### config.mk
export PLATFORM = sky130hd
export DESIGN_NAME = dp_operand_stage
export DESIGN_NICKNAME = d
export VERILOG_FILES = /design/src/rtl/arm_dp_pkg.sv /design/src/rtl/operand_forward_mux.sv /design/src/rtl/dp_operand_stage.sv
export SDC_FILE = /design/constraint.sdc
export NUM_CORES = 1
export LEC_CHECK = 0
export CORE_AREA = 2 2 149 151
export DETAILED_ROUTE_END_ITERATION = 8
export DIE_AREA = 0 0 151 153
export HOLD_SLACK_MARGIN = 0.06
export PLACE_DENSITY_LB_ADDON = 0.08
export SYNTH_ARGS = -nofsm -noshare
export SYNTH_HDL_FRONTEND = slang
export SYNTH_SLANG_ARGS = --single-unit
### constraint.sdc
create_clock -name clk -period 2.1 [get_ports clk]
set_input_delay 0.42 -clock clk [delete_from_list [all_inputs] [get_ports clk]]
set_output_delay 0.42 -clock clk [all_outputs]
set_load 0.01 [all_outputs]
### src/rtl/arm_dp_pkg.sv
// Shared encodings for the ARM data-processing operand stage: instruction field positions,
// opcode constants, shifter control codes and the ID/EX payload layout.
package arm_dp_pkg;

  typedef enum logic [2:0] {
    LSL_I = 3'b000,
    LSL_R = 3'b001,
    LSR_I = 3'b010,
    LSR_R = 3'b011,
    ASR_I = 3'b100,
    ASR_R = 3'b101,
    ROR_I = 3'b110,
    ROR_R = 3'b111
  } shift_ctrl_e;

  typedef enum logic {
    ST_EMPTY = 1'b0,
    ST_FULL  = 1'b1
  } stage_state_e;

  localparam int COND_LSB   = 28;
  localparam int CLASS_LSB  = 26;
  localparam int I_BIT      = 25;
  localparam int OPC_LSB    = 21;
  localparam int S_BIT      = 20;
  localparam int RN_LSB     = 16;
  localparam int RD_LSB     = 12;
  localparam int RS_LSB     = 8;
  localparam int SHAMT_LSB  = 7;
  localparam int STYPE_LSB  = 5;
  localparam int RSHIFT_BIT = 4;
  localparam int RM_LSB     = 0;

  localparam logic [3:0]  OPC_MOV = 4'hD;
  localparam logic [3:0]  OPC_MVN = 4'hF;
  localparam logic [3:0]  R_PC    = 4'hF;

  localparam logic [31:0] PC_OFFSET_DEF    = 32'd8;
  localparam logic [31:0] PC_OFFSET_RS_DEF = 32'd12;

  typedef struct packed {
    logic [3:0]  cond;
    logic [3:0]  opcode;
    logic        set_flags;
    logic [3:0]  rd;
    logic [31:0] rn_data;
    logic        illegal;
    logic [31:0] rm_data;
    logic [7:0]  imm8;
    logic        imm_or_reg;
    logic [2:0]  shift_control;
    logic [4:0]  shamt_imm;
    logic [7:0]  rs_low;
    logic [3:0]  rotation;
  } id_ex_t;

endpackage

### src/rtl/operand_forward_mux.sv
// Resolves one source operand: PC substitution first, then EX forwarding (non-load),
// then WB forwarding, then the register file.
module operand_forward_mux
  import arm_dp_pkg::*;
#(
  parameter logic [31:0] PC_OFFSET    = PC_OFFSET_DEF,
  parameter logic [31:0] PC_OFFSET_RS = PC_OFFSET_RS_DEF
) (
  input  logic [3:0]  addr,
  input  logic        reg_shift_form,
  input  logic [31:0] pc,
  input  logic        ex_valid,
  input  logic        ex_is_load,
  input  logic [3:0]  ex_addr,
  input  logic [31:0] ex_data,
  input  logic        wb_valid,
  input  logic [3:0]  wb_addr,
  input  logic [31:0] wb_data,
  input  logic [31:0] rf_data,
  output logic [31:0] operand
);

  // r15 reads bypass forwarding entirely; the PC value seen depends on the shift form.
  always_comb begin
    operand = rf_data;
    if (addr == R_PC) begin
      operand = pc + (reg_shift_form ? PC_OFFSET_RS : PC_OFFSET);
    end else if (ex_valid && !ex_is_load && (ex_addr == addr)) begin
      operand = ex_data;
    end else if (wb_valid && (wb_addr == addr)) begin
      operand = wb_data;
    end
  end

endmodule

### src/rtl/dp_operand_stage.sv
// ARM data-processing decode/operand-fetch stage: reads Rn/Rm/Rs with forwarding, detects
// load-use hazards and holds shifter/ALU fields in a single ID/EX register.
module dp_operand_stage
  import arm_dp_pkg::*;
#(
  parameter logic [31:0] PC_OFFSET    = PC_OFFSET_DEF,
  parameter logic [31:0] PC_OFFSET_RS = PC_OFFSET_RS_DEF
) (
  input  logic        clk,
  input  logic        rst_n,
  input  logic        in_valid,
  output logic        in_ready,
  input  logic [31:0] in_instr,
  input  logic [31:0] in_pc,
  input  logic        flush,
  output logic [3:0]  rf_raddr_n,
  output logic [3:0]  rf_raddr_m,
  output logic [3:0]  rf_raddr_s,
  input  logic [31:0] rf_rdata_n,
  input  logic [31:0] rf_rdata_m,
  input  logic [31:0] rf_rdata_s,
  input  logic        fwd_ex_valid,
  input  logic        fwd_ex_is_load,
  input  logic [3:0]  fwd_ex_addr,
  input  logic [31:0] fwd_ex_data,
  input  logic        fwd_wb_valid,
  input  logic [3:0]  fwd_wb_addr,
  input  logic [31:0] fwd_wb_data,
  output logic        out_valid,
  input  logic        out_ready,
  output logic [3:0]  out_cond,
  output logic [3:0]  out_opcode,
  output logic        out_set_flags,
  output logic [3:0]  out_rd,
  output logic [31:0] out_rn_data,
  output logic        out_illegal,
  output logic        sh_enable,
  output logic [31:0] sh_in_data,
  output logic [7:0]  sh_in_data_imm,
  output logic        sh_imm_or_reg,
  output logic [2:0]  sh_shift_control,
  output logic [4:0]  sh_shift_amt_imm,
  output logic [31:0] sh_shift_amt_reg,
  output logic [3:0]  sh_rotation_code
);

  logic         imm_form;
  logic         reg_shift_form;
  logic [3:0]   opcode;
  logic         uses_rn;
  logic         uses_rm;
  logic         uses_rs;
  logic         stall;
  logic         capture;
  logic [31:0]  rn_data;
  logic [31:0]  rm_data;
  logic [31:0]  rs_data;
  logic         unused_rs_hi;

  stage_state_e state_d, state_q;
  id_ex_t       payload_d, payload_q;

  assign imm_form       = in_instr[I_BIT];
  assign reg_shift_form = !imm_form && in_instr[RSHIFT_BIT];
  assign opcode         = in_instr[OPC_LSB +: 4];

  assign rf_raddr_n = in_instr[RN_LSB +: 4];
  assign rf_raddr_m = in_instr[RM_LSB +: 4];
  assign rf_raddr_s = in_instr[RS_LSB +: 4];

  operand_forward_mux #(.PC_OFFSET(PC_OFFSET), .PC_OFFSET_RS(PC_OFFSET_RS)) u_mux_rn (
    .addr(rf_raddr_n), .reg_shift_form(reg_shift_form), .pc(in_pc),
    .ex_valid(fwd_ex_valid), .ex_is_load(fwd_ex_is_load), .ex_addr(fwd_ex_addr),
    .ex_data(fwd_ex_data), .wb_valid(fwd_wb_valid), .wb_addr(fwd_wb_addr),
    .wb_data(fwd_wb_data), .rf_data(rf_rdata_n), .operand(rn_data)
  );

  operand_forward_mux #(.PC_OFFSET(PC_OFFSET), .PC_OFFSET_RS(PC_OFFSET_RS)) u_mux_rm (
    .addr(rf_raddr_m), .reg_shift_form(reg_shift_form), .pc(in_pc),
    .ex_valid(fwd_ex_valid), .ex_is_load(fwd_ex_is_load), .ex_addr(fwd_ex_addr),
    .ex_data(fwd_ex_data), .wb_valid(fwd_wb_valid), .wb_addr(fwd_wb_addr),
    .wb_data(fwd_wb_data), .rf_data(rf_rdata_m), .operand(rm_data)
  );

  operand_forward_mux #(.PC_OFFSET(PC_OFFSET), .PC_OFFSET_RS(PC_OFFSET_RS)) u_mux_rs (
    .addr(rf_raddr_s), .reg_shift_form(reg_shift_form), .pc(in_pc),
    .ex_valid(fwd_ex_valid), .ex_is_load(fwd_ex_is_load), .ex_addr(fwd_ex_addr),
    .ex_data(fwd_ex_data), .wb_valid(fwd_wb_valid), .wb_addr(fwd_wb_addr),
    .wb_data(fwd_wb_data), .rf_data(rf_rdata_s), .operand(rs_data)
  );

  // Only the low byte of Rs drives the shifter.
  assign unused_rs_hi = ^rs_data[31:8];

  // Load-use hazard only on sources the instruction actually reads.
  assign uses_rn = !((opcode == OPC_MOV) || (opcode == OPC_MVN));
  assign uses_rm = !imm_form;
  assign uses_rs = reg_shift_form;
  assign stall   = fwd_ex_valid && fwd_ex_is_load && in_valid &&
                   ((uses_rn && (fwd_ex_addr == rf_raddr_n)) ||
                    (uses_rm && (fwd_ex_addr == rf_raddr_m)) ||
                    (uses_rs && (fwd_ex_addr == rf_raddr_s)));

  assign out_valid = (state_q == ST_FULL);
  assign in_ready  = rst_n && (!out_valid || out_ready) && !stall && !flush;
  assign capture   = in_valid && in_ready;

  always_comb begin
    state_d = state_q;
    case (state_q)
      ST_EMPTY: if (capture) state_d = ST_FULL;
      ST_FULL:  if (flush || (out_ready && !capture)) state_d = ST_EMPTY;
      default:  state_d = ST_EMPTY;
    endcase
  end

  always_comb begin
    payload_d = payload_q;
    if (capture) begin
      payload_d.cond          = in_instr[COND_LSB +: 4];
      payload_d.opcode        = opcode;
      payload_d.set_flags     = in_instr[S_BIT];
      payload_d.rd            = in_instr[RD_LSB +: 4];
      payload_d.rn_data       = rn_data;
      payload_d.illegal       = (in_instr[CLASS_LSB +: 2] != 2'b00);
      payload_d.rm_data       = rm_data;
      payload_d.imm8          = in_instr[7:0];
      payload_d.imm_or_reg    = imm_form;
      payload_d.shift_control = {in_instr[STYPE_LSB +: 2], in_instr[RSHIFT_BIT]};
      payload_d.shamt_imm     = in_instr[SHAMT_LSB +: 5];
      payload_d.rs_low        = rs_data[7:0];
      payload_d.rotation      = in_instr[RS_LSB +: 4];
    end
  end

  always_ff @(posedge clk or negedge rst_n) begin
    if (!rst_n) begin
      state_q   <= ST_EMPTY;
      payload_q <= '0;
    end else begin
      state_q   <= state_d;
      payload_q <= payload_d;
    end
  end

  assign out_cond         = payload_q.cond;
  assign out_opcode       = payload_q.opcode;
  assign out_set_flags    = payload_q.set_flags;
  assign out_rd           = payload_q.rd;
  assign out_rn_data      = payload_q.rn_data;
  assign out_illegal      = payload_q.illegal;
  assign sh_enable        = out_valid;
  assign sh_in_data       = payload_q.rm_data;
  assign sh_in_data_imm   = payload_q.imm8;
  assign sh_imm_or_reg    = payload_q.imm_or_reg;
  assign sh_shift_control = payload_q.shift_control;
  assign sh_shift_amt_imm = payload_q.shamt_imm;
  assign sh_shift_amt_reg = {24'b0, payload_q.rs_low};
  assign sh_rotation_code = payload_q.rotation;

endmodule

Yosys cells after proc, flatten, opt, wreduce, memory -nomap -nowiden
Index checks and enable logic that the tools add are counted.

Logic and storage cells: 72. Input bits: 240. Output and inout bits: 146. Register bits: 108.

Eq/ne operators: 11. Reductions and logical operators: 32. Mux-type cells: 13. $add $sub $neg: 1. Bitwise gates (word level): 1.

Operators by type and width (number): $mux 32 (6); $add 32x4->32 (1); $eq 4x4->1 (6); $mux 8 (3); $eq 4x4->1 const B (5); $logic_and 1x1->1 (19); $logic_not 1->1 (7); $logic_or 1x1->1 (5); $mux 3 (1); $mux 1 (2); $pmux 1 s2 (1); $reduce_bool 2->1 (1); $not 1->1 (1).

Depth between registers and ports, before layout
Gate-level depths: netlist of run 1.

Depth after elaboration: 16. Gate-level depth with buffers: 10. Gate-level depth less buffers: 10.

By module
A second synthesis of run 1 with hierarchy kept.

Cells, all modules: 1064. Area, all modules: 9541.7 µm².

By module, submodules not included: operand_forward_mux (cells each 259, instances 3, area an instance 1752.9 µm², sequential area each 0.0 µm²); dp_operand_stage (cells each 287, instances 1, area an instance 4282.9 µm², sequential area each 2502.4 µm²).

Least setup slack after synthesis of run 1
No wires, ideal clock.

Path type: input-to-reg. Start: in in_instr[4]. End: reg payload_q, in the netlist out_rn_data[26]. Path slack: -0.229 ns. Library setup time: 0.123 ns. Buffers on the path: 0. Required time: 1.977 ns. Stages: 10. Data arrival time: 2.207 ns. Cells stage by stage: inv_1 > nor2_1 > ha_1 > inv_1 > ha_1 > nor4_4 > nor3b_1 > xor2_1 > or3_1 > o221a_2.

Word-level cells in the longest chain between the ends: 8. Elaborated cells between the ends (all ways): 11. Classes of those cells: add/sub (1); mux (2); reduce/logical (8).

Ends and longest elaborated chain: start, declared (line dp_operand_stage.sv:13) `input logic [31:0] in_instr,`; $logic_and 1x1->1 * (line dp_operand_stage.sv:64) `assign reg_shift_form = !imm_form && in_instr[RSHIFT_BIT];`; parallel branches: the longest is 7 deep, another holds $add 32x4->32; end signal, assigned (line dp_operand_stage.sv:142) `payload_q <= payload_d;`; end, declared (line dp_operand_stage.sv:61) `id_ex_t payload_d, payload_q;`.

Mark *: on every way between the ends. A chain may end at the register's enable or synchronous reset.

Worst setup path after layout of run 1
Start: in in_instr[17]. End: reg payload_q, in the netlist out_rn_data[21].

Word-level cells in the longest chain between the ends: 9. Elaborated cells between the ends (all ways): 16. Classes of those cells: eq/ne (3); mux (3); reduce/logical (10).

Ends and longest elaborated chain: $eq 4x4->1 (line operand_forward_mux.sv:28, dp_operand_stage.sv:100); $logic_and 1x1->1 (line dp_operand_stage.sv:100) `((uses_rn && (fwd_ex_addr == rf_raddr_n)) ||`; $logic_or 1x1->1 (line dp_operand_stage.sv:100); $logic_or 1x1->1 (line dp_operand_stage.sv:101) `(uses_rm && (fwd_ex_addr == rf_raddr_m)) ||`; $logic_and 1x1->1 (line dp_operand_stage.sv:99) `assign stall = fwd_ex_valid && fwd_ex_is_load && in_valid &&`; $logic_not 1->1 (line dp_operand_stage.sv:105) `assign in_ready = rst_n && (!out_valid || out_ready) && !stall && !flush;`; $logic_and 1x1->1 (2 in a row) (line dp_operand_stage.sv:105); $logic_and 1x1->1 (line dp_operand_stage.sv:106) `assign capture = in_valid && in_ready;`.

Parallel ways exist; a longest one is shown, timed or not.

==> results of run 1 <==
-- worst max-delay path, cell delays in order --
cell and delay, ps:
clkbuf_2 110, buf_6 130, a222oi_1 430, and3_4 330
buf_12 120, buf_16 120, buf_12 110, mux2i_1 180
a21oi_1 90, o221a_2 250
-- through the flow --
stage / setup WS (ps) / area [um^2] / TNS, ps / cells / hold WS [ps]
after global routing: -5.88 / 12200 / -5.88 / 1547 / 294
final: 51.5 / 12200 / 0 / 1547 / 236
after CTS: -53.3 / 12100 / -430 / 1545 / 261
after detailed placement: -780 / 11500 / -58690 / 1516 / 455
after floorplan: 6.23 / 7230 / 0 / 888 / 124
after global placement: -747 / 11500 / -57400 / 1516 / 452
-- per-layer routing --
metal,vias up,share of wire,GRT usage
li1,3778,-,-
met2,309,0.49,0.458
met3,34,0.082,0.0615
met1,3751,0.41,0.318
met4,0,0.019,0.0743
met5,-,0,0
-- final timing paths --
| check | to | slack (ps) | cells after the start | start |
|---|---|---|---|---|
| setup reg to reg | out_rn_data[3] | 190 | 8 | out_valid |
| hold reg to reg | out_illegal | 470 | 2 | out_illegal |
| min in group clk | sh_shift_amt_imm[3] | 440 | 4 | in_instr[10] |
| max in group asynchronous | out_rn_data[23] | 690 | 3 | rst_n |
| hold / removal | sh_shift_amt_reg[2] | 240 | 2 | rst_n |
| setup / recovery | out_rn_data[21] | 50 | 10 | in_instr[17] |
-- synth_stat cells, drive strengths merged, types with 5 or more instances --
cell	count	area [um^2]
and4	5	43.8
nand3	20	100
a31o	9	78.8
mux2i	36	360
a21oi	55	275
nand2	177	664
nor2	45	169
nor3	8	40.0
and3	6	37.5
mux2	12	135
nand4	12	75.1
a21o	26	195
inv	14	52.6
buf	68	474
dfrtp	100	2500
xor2	17	149
nor3b	5	37.5
xnor2	32	280
clkbuf	38	143
o221a	8	90.1
o21ai	61	305
or3	11	68.8
a31oi	22	138
o22a	20	175
o211ai	12	90.1
-- timing repair --
action,4_1_cts,5_1_grt
hold buffers,0,0
cloned,5,0
setup endpoints to repair,101,66
gates resized for setup,92,83
pin swaps,35,34
buffers inserted,9,2
-- logic make-up (layout without fill, tap and decap cells) --
group,after synthesis,after routing
flip-flops,100,100
buffers and inverters,120,498
other,1,25
adder cells (fa/ha/maj),2,2
XOR/XNOR,49,49
AND/OR/NAND/NOR,307,307
AO/OA/AOI/OAI,238,238
multiplexers,48,48
-- where the power goes --
part	leakage, uW	switching [uW]	total [uW]	internal (uW)
clock	0.000166	805	1970	1160
sequential	0.00118	241	2570	2330
combinational	0.00398	1200	2890	1690
-- area by class of cell --
cell class              instances  area, um^2  share of cell area
diodes                          1        2.50            0.000205
inverters                      14        57.6             0.00471
repair buffers                469        4660               0.381
flip-flops and latches        100        2500               0.205
clock buffers                   9         225              0.0184
well taps                     280         350              0.0287
clock inverters                 6         113             0.00921
multi-input cells             668        4320               0.353
==> key figures, run 1 <==
Placed design
  • PortBufs: 337
  • GPL Wtd Cong: 0.828
  • DP Wirelength: 22700 um

Timing
  • Tcrit/Tclk final: 0.975
  • Actual slew at the worst max-slew pin: 790 ps
  • Min cycle time layout: 2050 ps
  • Fmax: 488 MHz
  • Setup violators final: 0
  • Worst slew margin: 0.474
  • Pins Over Slew Limit: 0
  • Fin. Hold Viols: 0
  • Worst Skew: 9.71 ps

Floorplan
  • Full die area: 0.0231 mm^2
  • Core Area: 0.0215 mm^2
  • Row cnt: 54
  • Die Ht: 153 um
  • Initial Util: 0.331
  • Io pins: 386
  • Die width: 151 um

CTS
  • Clock Tree Root: clkbuf_16
  • Clock sink count: 100
  • Total clock buffers created by CTS: 9
  • H-tree level count: 3
  • Clock Tree Buf Depth: 2
  • Clk_lat worst skew: 350 ps
  • CTS tree: yes
  • Clock transition at path regs: 80 ps

Critical path
  • Critical path class: in -> reg
  • Max FO, Critical Path: 5
  • Crit path capture type: register
  • Crit start category: primary input
  • Worst Path Arrival: 2290 ps
  • CP required: 2340 ps

Yosys
  • Ys Warns: 0
  • Mapped Cells: 865
  • Synth Area in XOR/XNOR: 0.0604
  • Largest family of logic cells by synthesized area: compound AO/OA/AOI/OAI gates
  • Avg Cell Area, Syn: 8.21 um^2
  • Mux cell area share after synthesis: 0.0698
  • Post-synthesis async set-or-reset flop share: 1.00
  • Synth Area in Simple Gates: 0.197
  • Primary FF master, synth: dfrtp_1
  • Post-synthesis instance area: 0.00710 mm^2
  • Number of enable flip-flop cells after synthesis: 0
  • Synth Area in Adders: 0.00352
  • Synth Area in Compound Gates: 0.222
  • Sequential fraction of the synthesis area: 0.352
  • Synthesized flop and latch total: 100
  • Synth cell types: 57

GRT
  • Congestion Overflow GR: 0
  • Number of global-route vias before repair: 8047
  • Largest net degree at the start of global routing: 56
  • All-Layer GR Usage: 0.261
  • Initial antenna violation count: 1
  • Global-route wire length before repair: 45900 um

Layout
  • Fraction of layout cells with a size suffix above 1: 0.197
  • Syn-to-layout area delta: 72.1%
  • Commonest non-fill, non-tap cells in the layout: clkdlybuf4s50_1, nand2_1, buf_4
  • Most common cell after layout, fill and taps aside: clkdlybuf4s50_1
  • Fill count: 2020
  • Fin util: 0.569
  • Final nets: 1504

Flow run
  • Max cap viols: 0

Pwr
  • Leak Pwr: 0.00533 uW
  • P per Cell Area: 607 mW/mm^2
  • Max VDD drop: 0.338 mV
  • Power consumption: 7430 uW

Drt
  • WL/cell: 19.7 um
  • DR DRC count: 0
  • Drt pass-1 iters: 5
  • 1st-iter DRT viols: 356
  • Post-DRT Antenna Nets: 0
  • Via density: 5.09
  • Routed wire length: 30500 um
  • Via Count: 7872

Status
  • Outcome: finished, final reports clean

Min path
  • Class of the worst hold path: in -> async
(Power assumes the default switching activity.)
==> run 2, diff against run 1 <==
Settings changed: GPL_TIMING_DRIVEN from default to 0.
==> key figures, run 2 (synthesis results as in run 1) <==
Critical path
  • Buf/Inv on CP: 2 (was 5)
  • Most used cell, CP: buf_6 (was buf_12)
  • Critical Path Slowest Stage Cell: o31ai_4 (was a222oi_1)
  • CP required: 1680 ps (was 2340 ps)
  • Reg2reg setup slack: 130 ps (was 190 ps)
  • Crit start category: primary input (unchanged)
  • Critical path class: in -> out (was in -> reg)
  • Crit path capture type: output pin (was register)
  • Max FO, Critical Path: 3 (was 5)
  • Max stage delay on crit path: 280 ps (was 430 ps)
  • Worst Path Arrival: 1690 ps (was 2290 ps)
  • Crit path max-delay family: compound AO/OA/AOI/OAI gates (unchanged)
  • Worst-path cell chain: buf_6 -> xnor2_2 -> nand4_1 -> o21a_2 -> o31ai_4 -> a21oi_4 -> buf_6 (was clkbuf_2 -> buf_6 -> a222oi_1 -> and3_4 -> buf_12 -> buf_16 -> buf_12 -> mux2i_1 -> a21oi_1 -> o221a_2)

Placed design
  • DP Wirelength: 25100 um (was 22700 um)
  • GPL Wtd Cong: 0.844 (was 0.828)
  • PortBufs: 337 (unchanged)
  • Pre-CTS WS: -1420 ps (was -780 ps)

GRT
  • Largest net degree at the start of global routing: 77 (was 56)
  • Global-route wire length before repair: 48200 um (was 45900 um)
  • All-Layer GR Usage: 0.280 (was 0.261)
  • Congestion Overflow GR: 0 (unchanged)
  • Initial antenna violation count: 1 (unchanged)
  • Number of global-route vias before repair: 7884 (was 8047)

Drt
  • Via density: 5.17 (was 5.09)
  • Routed wire length: 33400 um (was 30500 um)
  • Post-DRT Antenna Nets: 0 (unchanged)
  • WL/cell: 21.5 um (was 19.7 um)
  • Drt pass-1 iters: 5 (unchanged)
  • DR DRC count: 0 (unchanged)
  • Via Count: 8033 (was 7872)
  • 1st-iter DRT viols: 423 (was 356)

Timing
  • Tcrit/Tclk final: 1.00 (was 0.975)
  • RSZ-0062 raised after global routing: true
  • Fin. Hold Viols: 0 (unchanged)
  • Worst setup margin: -5.72 ps (was 51.5 ps)
  • Pins Over Slew Limit: 0 (unchanged)
  • Fmax: 475 MHz (was 488 MHz)
  • Worst slew margin: 0.449 (was 0.474)
  • Min cycle time layout: 2110 ps (was 2050 ps)
  • Actual slew at the worst max-slew pin: 827 ps (was 790 ps)
  • Setup TNS: -5.72 ps (was 0 ps)
  • Setup violators final: 1 (was 0)
  • Worst Skew: 9.40 ps (was 9.71 ps)

CTS
  • H-tree level count: 3 (unchanged)
  • Clock Tree Buf Depth: 2 (unchanged)
  • Clock Tree Root: clkbuf_16 (unchanged)
  • Clk_lat worst skew: 360 ps (was 350 ps)
  • Clock sink count: 100 (unchanged)
  • CTS tree: yes (unchanged)
  • Clock transition at path regs: 80 ps (about the same)
  • Total clock buffers created by CTS: 9 (unchanged)

Status
  • Failing checks: negative setup slack
  • Outcome: complete, but fails checks (was finished, final reports clean)

Min path
  • Class of the worst hold path: in -> async (unchanged)

Pwr
  • P per Cell Area: 599 mW/mm^2 (was 607 mW/mm^2)
  • Switching part of the total: 0.312 (was 0.303)
  • Clk pwr share: 0.241 (was 0.265)
  • Comb power frac: 0.404 (was 0.389)
  • Power share of the sequential group: 0.354 (was 0.346)
  • Max VDD drop: 0.327 mV (was 0.338 mV)
  • P_int: 4990 uW (was 5180 uW)
  • Sw power: 2260 uW (was 2250 uW)
  • Leak Pwr: 0.00532 uW (was 0.00533 uW)

Floorplan
  • Initial Util: 0.331 (unchanged)
  • Core Area: 0.0215 mm^2 (unchanged)
  • Full die area: 0.0231 mm^2 (unchanged)
  • Die Ht: 153 um (unchanged)
  • Die width: 151 um (unchanged)
  • Io pins: 386 (unchanged)
  • Row cnt: 54 (unchanged)

Layout
  • Commonest non-fill, non-tap cells in the layout: clkdlybuf4s50_1, nand2_1, dfrtp_1 (was clkdlybuf4s50_1, nand2_1, buf_4)
  • Most common cell after layout, fill and taps aside: clkdlybuf4s50_1 (unchanged)
  • Fill count: 2010 (was 2020)
  • Syn-to-layout area delta: 70.5% (was 72.1%)
  • Final nets: 1512 (was 1504)
  • Fraction of layout cells with a size suffix above 1: 0.191 (was 0.197)

Flow run
  • Max cap viols: 0 (unchanged)
## run 2: cell count changes in the layout (fill, tap and decap cells not counted), moves of 3 or more
cell,change
o21ai_0,+10
clkbuf_1,+13
a21oi_2,-5
buf_6,+16
buf_4,-25
clkdlybuf4s50_1,-7
buf_12,-15
o21ai_1,-9
clkbuf_4,+7
clkbuf_2,-3
clkbuf_8,+10
buf_2,+8
dlymetal6s2s_1,+6
a21oi_1,+4
## run 2: metal layers
metal / vias to the layer above / track usage / share of wire
li1: 3786 / - / -
met3: 40 / 0.0639 / 0.084
met4: 0 / 0.0935 / 0.023
met1: 3878 / 0.358 / 0.42
met5: - / 0 / 0
met2: 329 / 0.464 / 0.48
## run 2: final timing paths
kind,start,end,depth (start not counted)
min in group clk,in_instr[10],sh_shift_amt_imm[3],3
worst min register to register,out_illegal,out_illegal,2
max in group asynchronous,rst_n,sh_shift_amt_reg[7],3
worst max-delay path,fwd_ex_addr[2],in_ready,7
worst min-delay path,rst_n,sh_imm_or_reg,2
worst max register to register,out_valid,out_rn_data[20],8
## run 2: worst register-to-register path, stage by stage, from the launching register on
cell      delay, ps
dfrtp_1         430
nand2b_4         90
nand3b_1        180
nor2_4          190
o311ai_4        160
buf_6           170
buf_12          120
or3_4           380
o221a_2         130
## run 2: power by group through the flow
stage	Sequential, uW	Clock (uW)	Combinational (uW)
final	2570	1750	2930
after floorplan	2770	0	894
after global routing	2620	1860	3130
after global placement	2590	0	2790
after CTS	2570	1770	2860
after detailed placement	2600	0	2810
## run 2: what timing repair did
| action | CTS | global route |
|---|---|---|
| setup buffers | 19 | 12 |
| hold buffers | 2 | 0 |
| endpoints found under the hold margin | 24 | 0 |
| endpoints found under the setup margin | 113 | 101 |
| gates resized for setup | 191 | 123 |
| cloned | 0 | 1 |
| pin swaps | 34 | 39 |
## run 2: cell type report
type                            instances  area [um^2]  share of cell area
Antenna cell                            1         2.50            0.000207
Buffer                                105          835              0.0689
Clock buffer                           11          243              0.0200
Clock inverter                          4         50.0             0.00413
Inverter                               14         57.6             0.00475
Multi-Input combinational cell        668         4330               0.357
Sequential cell                       100         2500               0.207
Tap cell                              280          350              0.0289
Timing Repair Buffer                  372         3740               0.309
## run 2: per-stage QoR
stage | power (uW) | hold slack [ps] | util | instance area, um^2 | std cells
final | 7250 | 64.0 | 0.564 | 12100 | 1555
after global routing | 7620 | 97.3 | 0.563 | 12100 | 1554
after CTS | 7210 | 87.4 | 0.543 | 11700 | 1541
after detailed placement | 5410 | 311 | 0.511 | 11000 | 1506
after global placement | 5380 | 455 | 0.510 | 11000 | 1505
after floorplan | 3670 | 124 | - | 7230 | 888
==> run 3, diff against run 2 <==
Settings changed: REMOVE_ABC_BUFFERS from default to 1.
==> key figures, run 3 (synthesis results as in run 1) <==
Status
  • Outcome: finished, final reports clean (was complete, but fails checks)

Critical path
  • Critical Path Slowest Stage Cell: clkdlybuf4s50_1 (was o31ai_4)
  • Worst Path Arrival: 2330 ps (was 1690 ps)
  • Worst-path cell chain: clkdlybuf4s50_1 -> nand2b_4 -> nand3b_1 -> nor2_4 -> o311ai_4 -> buf_6 -> buf_8 -> buf_4 -> or3_1 -> o221a_2 (was buf_6 -> xnor2_2 -> nand4_1 -> o21a_2 -> o31ai_4 -> a21oi_4 -> buf_6)
  • Crit path capture type: register (was output pin)
  • Max stage delay on crit path: 450 ps (was 280 ps)
  • Crit path max-delay family: buffers and inverters (was compound AO/OA/AOI/OAI gates)
  • Critical path class: in -> reg (was in -> out)
  • CP required: 2350 ps (was 1680 ps)
  • Buf/Inv on CP: 4 (was 2)
  • Max FO, Critical Path: 6 (was 3)
  • Crit start category: primary input (unchanged)

Drt
  • DR DRC count: 0 (unchanged)
  • Via density: 5.30 (was 5.17)
  • Post-DRT Antenna Nets: 0 (unchanged)
  • Drt pass-1 iters: 5 (unchanged)
  • Via Count: 7920 (was 8033)
  • 1st-iter DRT viols: 387 (was 423)
  • WL/cell: 22.2 um (was 21.5 um)
  • Routed wire length: 33200 um (was 33400 um)

CTS
  • H-tree level count: 3 (unchanged)
  • Clock sink count: 100 (unchanged)
  • Clock transition at path regs: 80 ps (about the same)
  • Clock Tree Root: clkbuf_16 (unchanged)
  • CTS tree: yes (unchanged)
  • Clk_lat worst skew: 360 ps (about the same)
  • Clock Tree Buf Depth: 2 (unchanged)
  • Total clock buffers created by CTS: 9 (unchanged)

Placed design
  • Pre-CTS WS: -1760 ps (was -1420 ps)
  • PortBufs: 337 (unchanged)
  • DP Wirelength: 20300 um (was 25100 um)
  • GPL Wtd Cong: 0.821 (was 0.844)

Timing
  • Worst setup margin: 15.9 ps (was -5.72 ps)
  • Pins Over Slew Limit: 0 (unchanged)
  • Fin. Hold Viols: 0 (unchanged)
  • Worst slew margin: 0.159 (was 0.449)
  • Tcrit/Tclk final: 0.992 (was 1.00)
  • Min cycle time layout: 2080 ps (was 2110 ps)
  • Actual slew at the worst max-slew pin: 1260 ps (was 827 ps)
  • Worst Skew: 10.9 ps (was 9.40 ps)
  • Setup TNS: 0 ps (was -5.72 ps)
  • Setup violators final: 0 (was 1)
  • Fmax: 480 MHz (was 475 MHz)

Layout
  • Fraction of layout cells with a size suffix above 1: 0.157 (was 0.191)
  • Final nets: 1449 (was 1512)
  • Most common cell after layout, fill and taps aside: clkdlybuf4s50_1 (unchanged)
  • Fill count: 2054 (was 2010)
  • Commonest non-fill, non-tap cells in the layout: clkdlybuf4s50_1, nand2_1, dfrtp_1 (unchanged)
  • Multi-input logic area: 0.00441 mm^2 (was 0.00433 mm^2)
  • Syn-to-layout area delta: 66.7% (was 70.5%)
  • Fin util: 0.551 (was 0.564)
  • Register Area: 0.00250 mm^2 (unchanged)

GRT
  • Congestion Overflow GR: 0 (unchanged)
  • Largest net degree at the start of global routing: 37 (was 77)
  • Initial antenna violation count: 4 (was 1)
  • All-Layer GR Usage: 0.281 (was 0.280)
  • Number of global-route vias before repair: 8086 (was 7884)
  • Global-route wire length before repair: 48400 um (was 48200 um)

Pwr
  • Leak Pwr: 0.00513 uW (was 0.00532 uW)
  • Power consumption: 7310 uW (was 7250 uW)
  • P per Cell Area: 617 mW/mm^2 (was 599 mW/mm^2)
  • Max VDD drop: 0.381 mV (was 0.327 mV)

Floorplan
  • Die width: 151 um (unchanged)
  • Row cnt: 54 (unchanged)
  • Initial Util: 0.331 (unchanged)
  • Io pins: 386 (unchanged)
  • Full die area: 0.0231 mm^2 (unchanged)
  • Die Ht: 153 um (unchanged)
  • Core Area: 0.0215 mm^2 (unchanged)

Flow run
  • Max cap viols: 0 (unchanged)

Min path
  • Class of the worst hold path: in -> async (unchanged)
run 3: cell types whose count changed in the layout (fill, tap and decap cells not counted), moves of 3 or more:
cell       previous run  this run
buf_4                77        40
buf_6                27         9
clkbuf_1             13         0
clkbuf_8             10         0
clkbuf_2             10         2
buf_2                 9        16
clkbuf_4              7         0
buf_16                1         5
bufbuf_16             0         4
or2_4                 0         4
buf_12                6         9
run 3: power by group:
group	internal, uW	switching (uW)	total, uW
clock	963	898	1860
sequential	2330	228	2560
combinational	1660	1230	2890
total	4950	2360	7310
run 3: final timing paths:
path | slack (ps) | cells after the start | endpoint | startpoint
worst max-delay path | 20 | 10 | out_rn_data[22] | out_ready
worst min-delay path | 110 | 3 | out_rn_data[19] | rst_n
worst max register to register | 100 | 9 | out_rn_data[22] | out_valid
worst min register to register | 470 | 2 | out_illegal | out_illegal
max in group asynchronous | 760 | 3 | out_rn_data[0] | rst_n
min in group clk | 310 | 3 | sh_imm_or_reg | in_instr[25]
run 3: per-stage QoR:
stage / instance area, um^2 / std cells / hold slack [ps]
after floorplan: 6570 / 782 / 124
after global placement: 10300 / 1399 / 455
after detailed placement: 10500 / 1409 / 365
after CTS: 11700 / 1485 / 116
after global routing: 11800 / 1495 / 122
final: 11800 / 1495 / 110
run 3: layout make-up:
class / instances / share of cell area
multi-input cells: 675 / 0.373
repair buffers: 407 / 0.354
flip-flops and latches: 100 / 0.211
well taps: 280 / 0.0296
clock buffers: 9 / 0.0190
clock inverters: 7 / 0.00803
inverters: 14 / 0.00444
diodes: 3 / 0.000634
run 3: routing by layer:
metal  global-route usage  vias up  wire (um)
met5                    0        -          0
met4               0.0948        0       1050
met3               0.0863       61       3250
met2                0.461      391      15300
met1                0.350     3777      13600
li1                     -     3691          -
run 3: timing repair:
item                                    in CTS  in global routing
resized for setup                          138                 60
pin swaps                                   38                 29
cloned                                      12                  1
hold buffers                                 4                  0
buffers inserted                            44                  8
endpoints found under the hold margin       39                  0
endpoints found under the setup margin     101                 92
run 3: worst reg2reg max path: stages (launching register included):
cell and delay (ps):
dfrtp_1 440, nand2b_4 90, nand3b_1 150, nor2_4 150, o311ai_4 130, buf_6 170, buf_8 140, buf_4 140
or3_1 330, o221a_2 130
